==> config.mk <==
export PLATFORM = sky130hd
export DESIGN_NAME = mul32_seq_flat
export DESIGN_NICKNAME = d
export VERILOG_FILES = /design/src/rtl/mul32_seq_pkg.sv /design/src/rtl/mul32_seq_if.sv /design/src/rtl/cla32.sv /design/src/rtl/mul32_seq.sv /design/src/flat_wrapper.sv
export SDC_FILE = /design/constraint.sdc
export NUM_CORES = 1
export LEC_CHECK = 0
export BUFFER_PORTS_ARGS = -buffer_cell sky130_fd_sc_hd__buf_2
export CAP_MARGIN = 10
export CORE_MARGIN = 1
export CORE_UTILIZATION = 56
export CTS_CLUSTER_DIAMETER = 200
export DETAILED_ROUTE_END_ITERATION = 8
export PLACE_DENSITY = 0.8
export SLEW_MARGIN = 20
export SYNTH_ARGS = -nofsm -noshare
export SYNTH_HDL_FRONTEND = slang
export SYNTH_SLANG_ARGS = --single-unit
==> constraint.sdc <==
create_clock -name clk -period 3.37 [get_ports clk]
set_input_delay 0.674 -clock clk [delete_from_list [all_inputs] [get_ports clk]]
set_output_delay 0.674 -clock clk [all_outputs]
set_load 0.005 [all_outputs]
==> src/rtl/mul32_seq_pkg.sv <==
// Shared state encoding and iteration constants for the sequential 32x32 multiplier.
package mul32_seq_pkg;

    typedef enum logic [1:0] {
        S_IDLE = 2'd0,
        S_CALC = 2'd1,
        S_DONE = 2'd2
    } state_t;

    localparam int ITER  = 32;
    localparam int CNT_W = 5;

    // Count value of the final CALC iteration.
    localparam logic [CNT_W-1:0] LAST_CNT = CNT_W'(ITER - 1);

endpackage

==> src/rtl/mul32_seq_if.sv <==
// Start/busy/done handshake plus operand and product buses between issuer and multiplier.
interface mul32_seq_if;
    logic        start;
    logic [31:0] a;
    logic [31:0] b;
    logic        busy;
    logic        done;
    logic [63:0] product;

    modport master (output start, output a, output b,
                    input  busy,  input  done, input product);
    modport slave  (input  start, input  a, input b,
                    output busy,  output done, output product);
endinterface

==> src/rtl/cla32.sv <==
// 32-bit carry-lookahead adder: 4-bit lookahead groups chained by group carry.
module cla32 (
    input  logic [31:0] a,
    input  logic [31:0] b,
    input  logic        ci,
    output logic [31:0] s,
    output logic        co
);
    logic [31:0] g;
    logic [31:0] p;
    logic [32:0] c;

    assign g = a & b;
    assign p = a ^ b;

    always_comb begin
        c    = '0;
        c[0] = ci;
        for (int k = 0; k < 8; k++) begin
            c[4*k+1] = g[4*k] | (p[4*k] & c[4*k]);
            c[4*k+2] = g[4*k+1] | (p[4*k+1] & g[4*k])
                     | (p[4*k+1] & p[4*k] & c[4*k]);
            c[4*k+3] = g[4*k+2] | (p[4*k+2] & g[4*k+1])
                     | (p[4*k+2] & p[4*k+1] & g[4*k])
                     | (p[4*k+2] & p[4*k+1] & p[4*k] & c[4*k]);
            c[4*k+4] = g[4*k+3] | (p[4*k+3] & g[4*k+2])
                     | (p[4*k+3] & p[4*k+2] & g[4*k+1])
                     | (p[4*k+3] & p[4*k+2] & p[4*k+1] & g[4*k])
                     | (&p[4*k +: 4] & c[4*k]);
        end
    end

    assign s  = p ^ c[31:0];
    assign co = c[32];
endmodule

==> src/rtl/mul32_seq.sv <==
// Sequential unsigned 32x32->64 shift-add multiplier: one cla32 addition per cycle for 32 cycles.
module mul32_seq
    import mul32_seq_pkg::*;
(
    input  logic       clk,
    input  logic       reset,
    mul32_seq_if.slave bus
);
    state_t           state_q, state_d;
    logic [31:0]      mcand_q, mcand_d;
    logic [31:0]      acc_hi_q, acc_hi_d;
    logic [31:0]      acc_lo_q, acc_lo_d;
    logic [CNT_W-1:0] count_q, count_d;
    logic [63:0]      product_q, product_d;

    logic [31:0] addend;
    logic [31:0] sum;
    logic        co;
    logic        accept;
    logic        last;

    assign addend = acc_lo_q[0] ? mcand_q : 32'd0;
    assign accept = bus.start && (state_q == S_IDLE || state_q == S_DONE);
    assign last   = (count_q == LAST_CNT);

    cla32 u_add (
        .a  (acc_hi_q),
        .b  (addend),
        .ci (1'b0),
        .s  (sum),
        .co (co)
    );

    always_ff @(posedge clk) begin
        if (reset) begin
            state_q <= S_IDLE;
        end else begin
            state_q <= state_d;
        end
    end

    always_comb begin
        state_d = state_q;
        case (state_q)
            S_IDLE:  if (bus.start) state_d = S_CALC;
            S_CALC:  if (last) state_d = S_DONE;
            S_DONE:  state_d = bus.start ? S_CALC : S_IDLE;
            default: state_d = S_IDLE;
        endcase
    end

    always_comb begin
        bus.busy = (state_q == S_CALC);
        bus.done = (state_q == S_DONE);
    end

    assign bus.product = product_q;

    // Datapath: load on accepted start, shift the accumulator right once per CALC cycle.
    always_comb begin
        mcand_d   = mcand_q;
        acc_hi_d  = acc_hi_q;
        acc_lo_d  = acc_lo_q;
        count_d   = count_q;
        product_d = product_q;
        if (accept) begin
            mcand_d  = bus.a;
            acc_lo_d = bus.b;
            acc_hi_d = 32'd0;
            count_d  = '0;
        end else if (state_q == S_CALC) begin
            acc_hi_d = {co, sum[31:1]};
            acc_lo_d = {sum[0], acc_lo_q[31:1]};
            count_d  = count_q + 1'b1;
            if (last) begin
                product_d = {co, sum, acc_lo_q[31:1]};
            end
        end
    end

    always_ff @(posedge clk) begin
        if (reset) begin
            mcand_q   <= '0;
            acc_hi_q  <= '0;
            acc_lo_q  <= '0;
            count_q   <= '0;
            product_q <= '0;
        end else begin
            mcand_q   <= mcand_d;
            acc_hi_q  <= acc_hi_d;
            acc_lo_q  <= acc_lo_d;
            count_q   <= count_d;
            product_q <= product_d;
        end
    end
endmodule

==> src/flat_wrapper.sv <==
// flat-port wrapper written by rule: the top's interface ports become plain ports
module mul32_seq_flat import mul32_seq_pkg::*;
  (clk, reset, bus_start, bus_a, bus_b, bus_busy, bus_done, bus_product);
  mul32_seq_if bus_i ();
  input  logic clk;
  input  logic reset;
  input wire logic [$bits(bus_i.start)-1:0] bus_start;
  input wire logic [$bits(bus_i.a)-1:0] bus_a;
  input wire logic [$bits(bus_i.b)-1:0] bus_b;
  output wire logic [$bits(bus_i.busy)-1:0] bus_busy;
  output wire logic [$bits(bus_i.done)-1:0] bus_done;
  output wire logic [$bits(bus_i.product)-1:0] bus_product;
  assign bus_i.start = bus_start;
  assign bus_i.a = bus_a;
  assign bus_i.b = bus_b;
  assign bus_busy = bus_i.busy;
  assign bus_done = bus_i.done;
  assign bus_product = bus_i.product;
  mul32_seq u_core (.clk(clk), .reset(reset), .bus(bus_i));
endmodule
---- Yosys cells after proc, flatten, opt, wreduce, memory -nomap -nowiden ----
Cells that the tools add are included.
word-level totals
  bits in registers ....................... 167
  input bits .............................. 67
  output and inout bits ................... 66
  word-level logic and storage cells ...... 227
cells by class
  $add $sub $neg .......................... 1
  equality and inequality tests ........... 5
  multiplexer cells ....................... 7
  bitwise operators ....................... 194
  reductions and logical operators ........ 14
operators by type and width
  cell                                                                     count
  1-bit bitwise AND                                                        114
  32-bit two-way mux                                                       3
  1-bit bitwise OR                                                         76
  32-bit bitwise XOR                                                       2
  32-bit bitwise AND                                                       1
  4-bit AND reduction                                                      7
  2-bit case mux with 3 select lines                                       1
  5-bit by 1-bit adder with 5-bit output, second input constant            1
  5-bit == test, second input constant                                     1
  2-bit two-way mux                                                        2
  3-bit AND reduction                                                      1
  2-bit by 1-bit == test with 1-bit output, second input constant          1
  2-bit == test, second input constant                                     1
  2-bit logical NOT                                                        1
  2-bit by 1-bit inequality test with 1-bit output, second input constant  1
  2-bit inequality test, second input constant                             1
  2-bit AND reduction                                                      1
  2-bit nonzero test                                                       1
  2-bit OR reduction                                                       1
  1-bit logical AND                                                        1
  1-bit logical OR                                                         1
  1-bit two-way mux                                                        1
  1-bit NOT                                                                1

---- Logic depth before layout (Yosys ltp) ----
Gate-level depths: netlist of run 1.
  depth after elaboration ................. 23
  gate-level depth with buffers ........... 14
  mapped depth without buffers ............ 13

---- Hierarchy ----
A second synthesis of run 1 with hierarchy kept.
second synthesis, totals
  cells, all modules ...................... 931
  area, all modules ....................... 7566.0 sq um
by module, submodules not included
  module     instances  cells each  area an instance (sq um)  seq. area each (sq um)
  mul32_seq  1          774         6228.5                    3343.2
  cla32      1          157         1337.5                    0.0

---- Least setup slack after synthesis of run 1 ----
Ideal clock, no wire load.
  kind .................................... reg-to-reg
  from .................................... register u_core.acc_lo_q[0]
  to ...................................... register u_core.acc_hi_q[28]
  library setup time ...................... 86 ps
  data arrival time ....................... 2989 ps
  required time ........................... 3284 ps
  setup slack ............................. 295 ps
  stages on the path, launching flop included .. 14
  path buffers ............................ 1
  clock period less this slack ............ 3075 ps
  cell sequence ........................... dfxtp_1 -> clkbuf_1 -> and2_1 -> ha_1 -> a21o_1 -> a21o_1 -> a221oi_2 -> a21bo_1 -> a21boi_0 -> o21ai_0 -> nand2b_1 -> fa_1 -> xnor2_1 -> a211oi_1
on the way
  longest elaborated chain between the ends .. 21
  elaborated cells between the ends (all ways) .. 80
  those cells by class .................... 1 x mux; 73 x bitwise; 6 x reduce/logical
ends and longest elaborated chain
  item                                                      RTL line                               text
  start, declared                                           mul32_seq.sv:12                        logic [31:0] acc_lo_q, acc_lo_d;
  start signal, assigned                                    mul32_seq.sv:91                        acc_lo_q <= acc_lo_d;
  32-bit two-way mux (*)                                    mul32_seq.sv:22                        assign addend = acc_lo_q[0] ? mcand_q : 32'd0;
  32-bit bitwise XOR or 32-bit bitwise AND (tied branches)  cla32.sv:14, cla32.sv:13
  1-bit bitwise AND (on tied branches)                      cla32.sv:26, cla32.sv:27, cla32.sv:28
  1-bit bitwise OR (tied with other cells)                  cla32.sv:26                            c[4*k+4] = g[4*k+3] | (p[4*k+3] & g[4*k+2])
  1-bit bitwise OR or 1-bit bitwise AND (tied branches)     cla32.sv:27, cla32.sv:28
  1-bit bitwise OR                                          cla32.sv:28                            | (p[4*k+3] & p[4*k+2] & p[4*k+1] & g[4*k])
  1-bit bitwise AND                                         cla32.sv:29                            | (&p[4*k +: 4] & c[4*k]);
  1-bit bitwise OR                                          cla32.sv:29
  (+5 left out)                                             --
  1-bit bitwise OR                                          cla32.sv:29
  1-bit bitwise AND                                         cla32.sv:29
  1-bit bitwise OR                                          cla32.sv:29
  1-bit bitwise AND                                         cla32.sv:29
  1-bit bitwise OR                                          cla32.sv:29
  1-bit bitwise AND                                         cla32.sv:20                            c[4*k+1] = g[4*k] | (p[4*k] & c[4*k]);
  1-bit bitwise OR                                          cla32.sv:20
  32-bit bitwise XOR (*)                                    cla32.sv:33                            assign s = p ^ c[31:0];
  end signal, assigned                                      mul32_seq.sv:90                        acc_hi_q <= acc_hi_d;
  end, declared                                             mul32_seq.sv:11                        logic [31:0] acc_hi_q, acc_hi_d;
Mark *: on every way between the ends. The rest lies on a longest branch, timed or not.
A chain may end at the register's enable or synchronous reset.

---- Final worst setup path of run 1 ----
  from .................................... register u_core.acc_lo_q[0]
  to ...................................... register u_core.product_q[59], in the netlist u_core.bus.product[59]
on the way
  longest elaborated chain between the ends .. 19
  elaborated cells between the ends (all ways) .. 78
  those cells by class .................... 1 x mux; 71 x bitwise; 6 x reduce/logical
ends and longest elaborated chain
  item                                                      RTL line                               text
  32-bit two-way mux (*)                                    mul32_seq.sv:22
  32-bit bitwise XOR or 32-bit bitwise AND (tied branches)  cla32.sv:14, cla32.sv:13
  1-bit bitwise AND (on tied branches)                      cla32.sv:26, cla32.sv:27, cla32.sv:28
  1-bit bitwise OR (tied with other cells)                  cla32.sv:26
  1-bit bitwise OR or 1-bit bitwise AND (tied branches)     cla32.sv:27, cla32.sv:28
  1-bit bitwise OR                                          cla32.sv:28
  1-bit bitwise AND                                         cla32.sv:29
  1-bit bitwise OR                                          cla32.sv:29
  (+4 left out)                                             --
  1-bit bitwise AND                                         cla32.sv:29
  1-bit bitwise OR                                          cla32.sv:29
  1-bit bitwise AND                                         cla32.sv:29
  1-bit bitwise OR                                          cla32.sv:29
  1-bit bitwise AND                                         cla32.sv:29
  1-bit bitwise OR                                          cla32.sv:29
  32-bit bitwise XOR (*)                                    cla32.sv:33
  named net u_core.sum[28]                                  mul32_seq.sv:17                        logic [31:0] sum;
  end signal, assigned                                      mul32_seq.sv:93                        product_q <= product_d;
  end, declared                                             mul32_seq.sv:14                        logic [63:0] product_q, product_d;
Mark *: on every way through the listed nets, which the timed path passes. The rest lies on a longest branch.

==> results of run 1 <==
==> what timing repair did <==
action,CTS,global route
cloned,0,0
resized for setup,1,4
setup endpoints to repair,2,4
pin swaps,0,2
==> registers in the layout, summed over array words and instances, names as in the netlist <==
signal              flops
u_core.state_q          2
u_core.acc_hi_q        32
u_core.acc_lo_q        32
u_core.mcand_q         32
u_core.bus.product     64
u_core.count_q          5
==> layer usage <==
| metal | vias up | share of wire | track usage |
|---|---|---|---|
| met2 | 156 | 0.50 | 0.4612 |
| met1 | 3145 | 0.45 | 0.3303 |
| met3 | 19 | 0.040 | 0.06566 |
| li1 | 3380 | - | - |
| met5 | - | 0 | 0 |
| met4 | 0 | 0.015 | 0.09497 |
==> where the power goes <==
| part | internal, mW | switching [mW] | leakage, nW | total [mW] |
|---|---|---|---|---|
| Combinational | 0.140 | 0.233 | 2.15 | 0.372 |
| Sequential | 2.05 | 0.0561 | 1.36 | 2.11 |
| Clock | 1.21 | 0.790 | 0.279 | 2.00 |
| Total | 3.40 | 1.08 | 3.79 | 4.48 |
==> cells in the final DEF, fill, tap and decap left out, drive strengths merged, types with 7 or more instances in the layout <==
cell type / n
nand2: 207
dfxtp: 167
buf: 150
a21oi: 109
nor2: 68
nor3: 43
ha: 34
and2: 34
o22ai: 32
nand3: 22
clkbuf: 22
a211oi: 19
xnor2: 16
o21ai: 15
a21o: 11
inv: 11
fa: 8
nand4: 7
a31oi: 7
==> metrics by stage <==
stage,utilization,setup slack [ps]
global route,0.6937,-1.929
CTS,0.6918,62.62
global placement,0.6442,69.21
detailed placement,0.6442,-17.88
floorplan,-,295.2
finish,0.6937,161.0
==> how the worst max path moves through the flow <==
stage,cells past startpoint,startpoint,slack [ps],endpoint
final,13,u_core.acc_lo_q[0],160,u_core.bus.product[59]
after floorplan,13,u_core.acc_lo_q[0],300,u_core.acc_hi_q[28]
after detailed placement,12,u_core.acc_lo_q[0],-20,u_core.bus.product[60]
after CTS,12,u_core.acc_lo_q[0],60,u_core.bus.product[60]
after global placement,12,u_core.acc_lo_q[0],70,u_core.bus.product[60]
after global routing,12,u_core.acc_lo_q[0],-2,u_core.bus.product[60]
==> Yosys cell counts (3+ instances only) <==
| cell | instances | share of area |
|---|---|---|
| a21o_1 | 11 | 0.011 |
| dfxtp_1 | 167 | 0.45 |
| nand3_1 | 22 | 0.015 |
| a211oi_1 | 19 | 0.019 |
| xnor2_1 | 16 | 0.019 |
| fa_1 | 8 | 0.021 |
| o21ai_0 | 13 | 0.0087 |
| nand2b_1 | 5 | 0.0042 |
| nand4_1 | 7 | 0.0059 |
| o22ai_1 | 32 | 0.027 |
| clkbuf_1 | 48 | 0.024 |
| xor2_1 | 5 | 0.0059 |
| a31oi_1 | 7 | 0.0059 |
| nor2_1 | 68 | 0.034 |
| nor3_1 | 43 | 0.029 |
| and2_1 | 34 | 0.029 |
| a21oi_1 | 107 | 0.072 |
| o21a_1 | 4 | 0.0040 |
| and3_1 | 3 | 0.0025 |
| buf_1 | 14 | 0.0070 |
| ha_1 | 34 | 0.057 |
| nand2_1 | 207 | 0.10 |
| a211o_1 | 3 | 0.0035 |
| inv_1 | 8 | 0.0040 |
| o31ai_1 | 4 | 0.0040 |
==> logic make-up after synthesis <==
kind of cell / synth area share
AND/OR/NAND/NOR: 0.2349
AO/OA/AOI/OAI: 0.1768
flip-flops: 0.4483
buffers and inverters: 0.03674
adder cells (fa/ha/maj): 0.07852
XOR/XNOR: 0.02466
==> worst min-delay path, cell delays in order, from the launching register on <==
cell and delay, ps:
dfxtp_1 310, nand2_1 50, a21oi_1 50
==> area by class of cell <==
type                            instances  area (um^2)
Antenna cell                            1        2.502
Clock buffer                           22        464.2
Clock inverter                         10        145.1
Fill cell                            1070         3929
Inverter                               11        41.29
Multi-Input combinational cell        681         3870
Sequential cell                       167         3347
Tap cell                              172        215.2
Timing Repair Buffer                  150        810.8
==> qor.csv, run 1 <==
metric;value;unit
outcome;finished clean;
endpoint_kind;flop;
io_pins;133;
slew_violations;0;
clk_pin_slew;60;ps
port_buffers;132;
drt_iter0_markers;593;
final_nets;1137;
max_freq;311.6;MHz
p_per_area;503.1;nW/um^2
core-area;12820;um^2
synthCells;921;
relSlewSlack;0.4162;
worstPathRequired;3640;ps
r2r-end;u_core.bus.product[59];
drive_gt1_frac;0.1883;
clock-sinks;167;
grt_overflow;0;
clock_insertion_delay_worst_skew;430;ps
skew;13.23;ps
synth_flop_cell;dfxtp_1;
crit_family;compound AO/OA/AOI/OAI gates;
path_buf_inv;1;
fin_setup_tns;0;ps
hold-worst-slack;451.1;ps
final_antenna_net_count;0;
first_pass_iters;5;
hold_end;u_core.bus.product[22];
area_growth;19.30;%
finalPower;4.476;mW
crit_type;flop to flop;
die_area;13780;um^2
r2r_start;u_core.acc_lo_q[0];
cp_common_cell;a21oi_1;
initial_core_util;0.5815;
path_cells;and2_1 > ha_1 > a21oi_1 > o21ai_2 > inv_2 > or4_4 > a21bo_1 > a21boi_0 > o21ai_1 > nand2b_1 > fa_1 > nand2_1 > a21oi_1;
hp-start;u_core.bus.product[22];
cp_slowest_stage_delay;500;ps
cts.htree.levels;4;
synth-edff-count;0;
grt_pass1_wl;30130;um
dp.cells;1181;
root_buffer;clkbuf_16;
yosysUniqueCellTypes;48;
arrival;3480;ps
r2r_cells;13;
fp.dieW;117.4;um
die_h;117.4;um
grt_pass1_vias;6357;
route.detailed.drc;0;
holdCritPathClass;flop to flop;
placed_area;8262;um^2
rrSetupSlack;160;ps
post-cts-setup-buffer-count;0;
max_cap_viol_count;0;
setup_viol;0;
cts.path.max_buffers;2;
fin_area;8896;um^2
cts-buffers-inserted;17;
cp_max_fo;14;
grtUsageTotal;0.2703;
p_leak;3.791;nW
ctsHoldBuffers;0;
vias_per_cell;5.519;
ys_ff_latch;167;
ys_warn_count;0;
cp-start-kind;flop;
wl_per_cell;14.89;um
fin_crit;3209;ps
tightest_slew;875.7;ps
antenna_found_initial;1;
routabilityCongestion;0.8649;
finalHoldViolCount;0;
crit_slowest_cell;or4_4;
min_path_cells;2;
fin_crit_sh;0.9522;
vdd_drop_max;0.0003387;V
cts_tree;done;
num_rows;41;
grt_max_degree;86;
fin_cells;1214;
totalWireLength;18070;um
routed-via-count;6700;
syn_nets;1030;
yosysSeqAreaShare;0.4483;
avgSynthCellArea;8.097;um^2
synth_area;7457;um^2
synth_async_sr_flop_share;0;
hpwl;11800;um
Power figures use the tool's default switching activity.
==> inputs of run 2 (changes only) <==
--- a/config.mk
+++ b/config.mk
@@ -8,10 +8,11 @@
 export BUFFER_PORTS_ARGS = -buffer_cell sky130_fd_sc_hd__buf_2
 export CAP_MARGIN = 10
 export CORE_MARGIN = 1
-export CORE_UTILIZATION = 56
+export CORE_UTILIZATION = 58
+export CTS_BUF_LIST = sky130_fd_sc_hd__clkbuf_2 sky130_fd_sc_hd__clkbuf_4 sky130_fd_sc_hd__clkbuf_8
 export CTS_CLUSTER_DIAMETER = 200
 export DETAILED_ROUTE_END_ITERATION = 8
-export PLACE_DENSITY = 0.8
+export PLACE_DENSITY = 0.82
 export SLEW_MARGIN = 20
 export SYNTH_ARGS = -nofsm -noshare
 export SYNTH_HDL_FRONTEND = slang
==> qor.csv, run 2 (synthesized netlist as in run 1, its figures left out) <==
metric;value;unit
cts-buffers-inserted;17;
crit_type;flop to flop;
final_common_cell;nand2_1;
wl_per_cell;14.95;um
area_growth;16.81;%
grt_max_degree;75;
cp_common_cell;o21ai_0;
die_h;115.4;um
initial_core_util;0.5933;
port_buffers;132;
cts_tree;done;
cp_num_cells;13;
io_pins;133;
finalHoldViolCount;0;
worstPathRequired;3750;ps
vias_per_cell;5.575;
tightest_slew;886.5;ps
fin_util;0.6931;
r2r-end;u_core.acc_hi_q[28];
grt_pass1_vias;6314;
clock-sinks;167;
holdCritPathClass;primary input to flop;
totalWireLength;18150;um
relSlewSlack;0.4068;
antenna_found_initial;0;
clock_insertion_delay_worst_skew;470;ps
setup_viol;0;
fin_area;8711;um^2
path_buf_inv;1;
p_per_area;456.5;nW/um^2
final_cell_mix;nand2_1 (206), dfxtp_1 (166), buf_2 (131);
r2r_start;u_core.acc_lo_q[0];
hold-worst-slack;437.9;ps
cts.path.max_buffers;2;
vdd_drop_max;0.0002950;V
rrSetupSlack;160;ps
grt_pass1_wl;30020;um
cp_slowest_stage_delay;440;ps
antenna_cells;0;
endpoint_kind;flop;
final_nets;1138;
hpwl;11980;um
routabilityCongestion;0.9181;
outcome;finished clean;
first_pass_iters;5;
fin_crit;3215;ps
grtUsageTotal;0.2856;
max_cap_viol_count;0;
startpoint;u_core.acc_lo_q[0];
skew;10.07;ps
path_cells;buf_6 > and2_1 > ha_1 > a21o_1 > a31oi_1 > o21ai_0 > a21oi_1 > o21ai_0 > o21ai_1 > nand2b_1 > fa_1 > xnor2_2 > a211oi_1;
num_rows;41;
core-area;12570;um^2
arrival;3590;ps
final_antenna_net_count;0;
grt_overflow;0;
r2r_cells;13;
drive_gt1_frac;0.1939;
routed-via-count;6768;
fp.dieW;115.4;um
hold_end;u_core.mcand_q[25];
largest_reg_flops;64;
min_path_cells;3;
crit_family;compound AO/OA/AOI/OAI gates;
max_freq;311.0;MHz
cp_max_fo;21;
p_leak;3.720;nW
slew_violations;0;
ctsHoldBuffers;0;
root_buffer;clkbuf_8;
cp-start-kind;flop;
crit_slowest_cell;fa_1;
drt_iter0_markers;498;
route.detailed.drc;0;
placed_area;8262;um^2
hp-start;bus_a[25];
die_area;13310;um^2
cts.htree.levels;4;
fin_crit_sh;0.9540;
clk_pin_slew;90;ps
fin_setup_tns;0;ps
==> run 2: area by class of cell <==
cell class	instances	area, um^2
flip-flops and latches	167	3347
well taps	172	215.2
inverters	11	41.29
fillers	1056	3857
clock inverters	11	136.4
repair buffers	151	822.0
clock buffers	21	282.8
multi-input cells	681	3866
==> run 2: metrics by stage <==
| step | std cells | setup slack (ps) | power [mW] |
|---|---|---|---|
| 6_report | 1214 | 155.0 | 3.977 |
| 4_1_cts | 1213 | 89.23 | 3.989 |
| 2_1_floorplan | 921 | 295.2 | 2.385 |
| 3_5_place_dp | 1181 | -84.46 | 2.514 |
| 3_3_place_gp | 1181 | 80.73 | 2.504 |
| 5_1_grt | 1214 | -18.85 | 4.144 |
==> run 2: how the worst max path moves through the flow <==
stage          slack [ps]                   to
6_report              160  u_core.acc_hi_q[28]
5_1_grt               -20  u_core.acc_hi_q[28]
4_1_cts                90  u_core.acc_hi_q[27]
3_5_place_dp          -80  u_core.acc_hi_q[28]
3_3_place_gp           80  u_core.acc_hi_q[28]
2_1_floorplan         300  u_core.acc_hi_q[28]
==> run 2: report_power, final <==
group / switching (mW) / internal [mW] / total, mW
sequential: 0.0564 / 2.05 / 2.10
combinational: 0.235 / 0.140 / 0.375
clock: 0.759 / 0.740 / 1.50
total: 1.05 / 2.93 / 3.98
==> run 2: worst register-to-register path: stages, from the launching register on <==
cell and delay [ps]:
dfxtp_4 400, buf_6 170, and2_1 180, ha_1 380
a21o_1 200, a31oi_1 150, o21ai_0 130, a21oi_1 200
o21ai_0 130, o21ai_1 230, nand2b_1 120, fa_1 440
xnor2_2 170, a211oi_1 240
==> run 2: timing repair <==
action / CTS / global route
setup endpoints to repair: 4 / 5
pin swaps: 0 / 2
gates resized for setup: 2 / 6
setup buffers: 0 / 1
==> run 2: per-layer routing <==
layer / part of all wire / vias up / GRT usage / wire (um)
met1: 0.44 / 3158 / 0.3732 / 8002
met4: 0.021 / 0 / 0.1056 / 388
li1: - / 3383 / - / -
met2: 0.48 / 195 / 0.4707 / 8760
met5: 0 / - / 0 / 0
met3: 0.055 / 32 / 0.05271 / 997
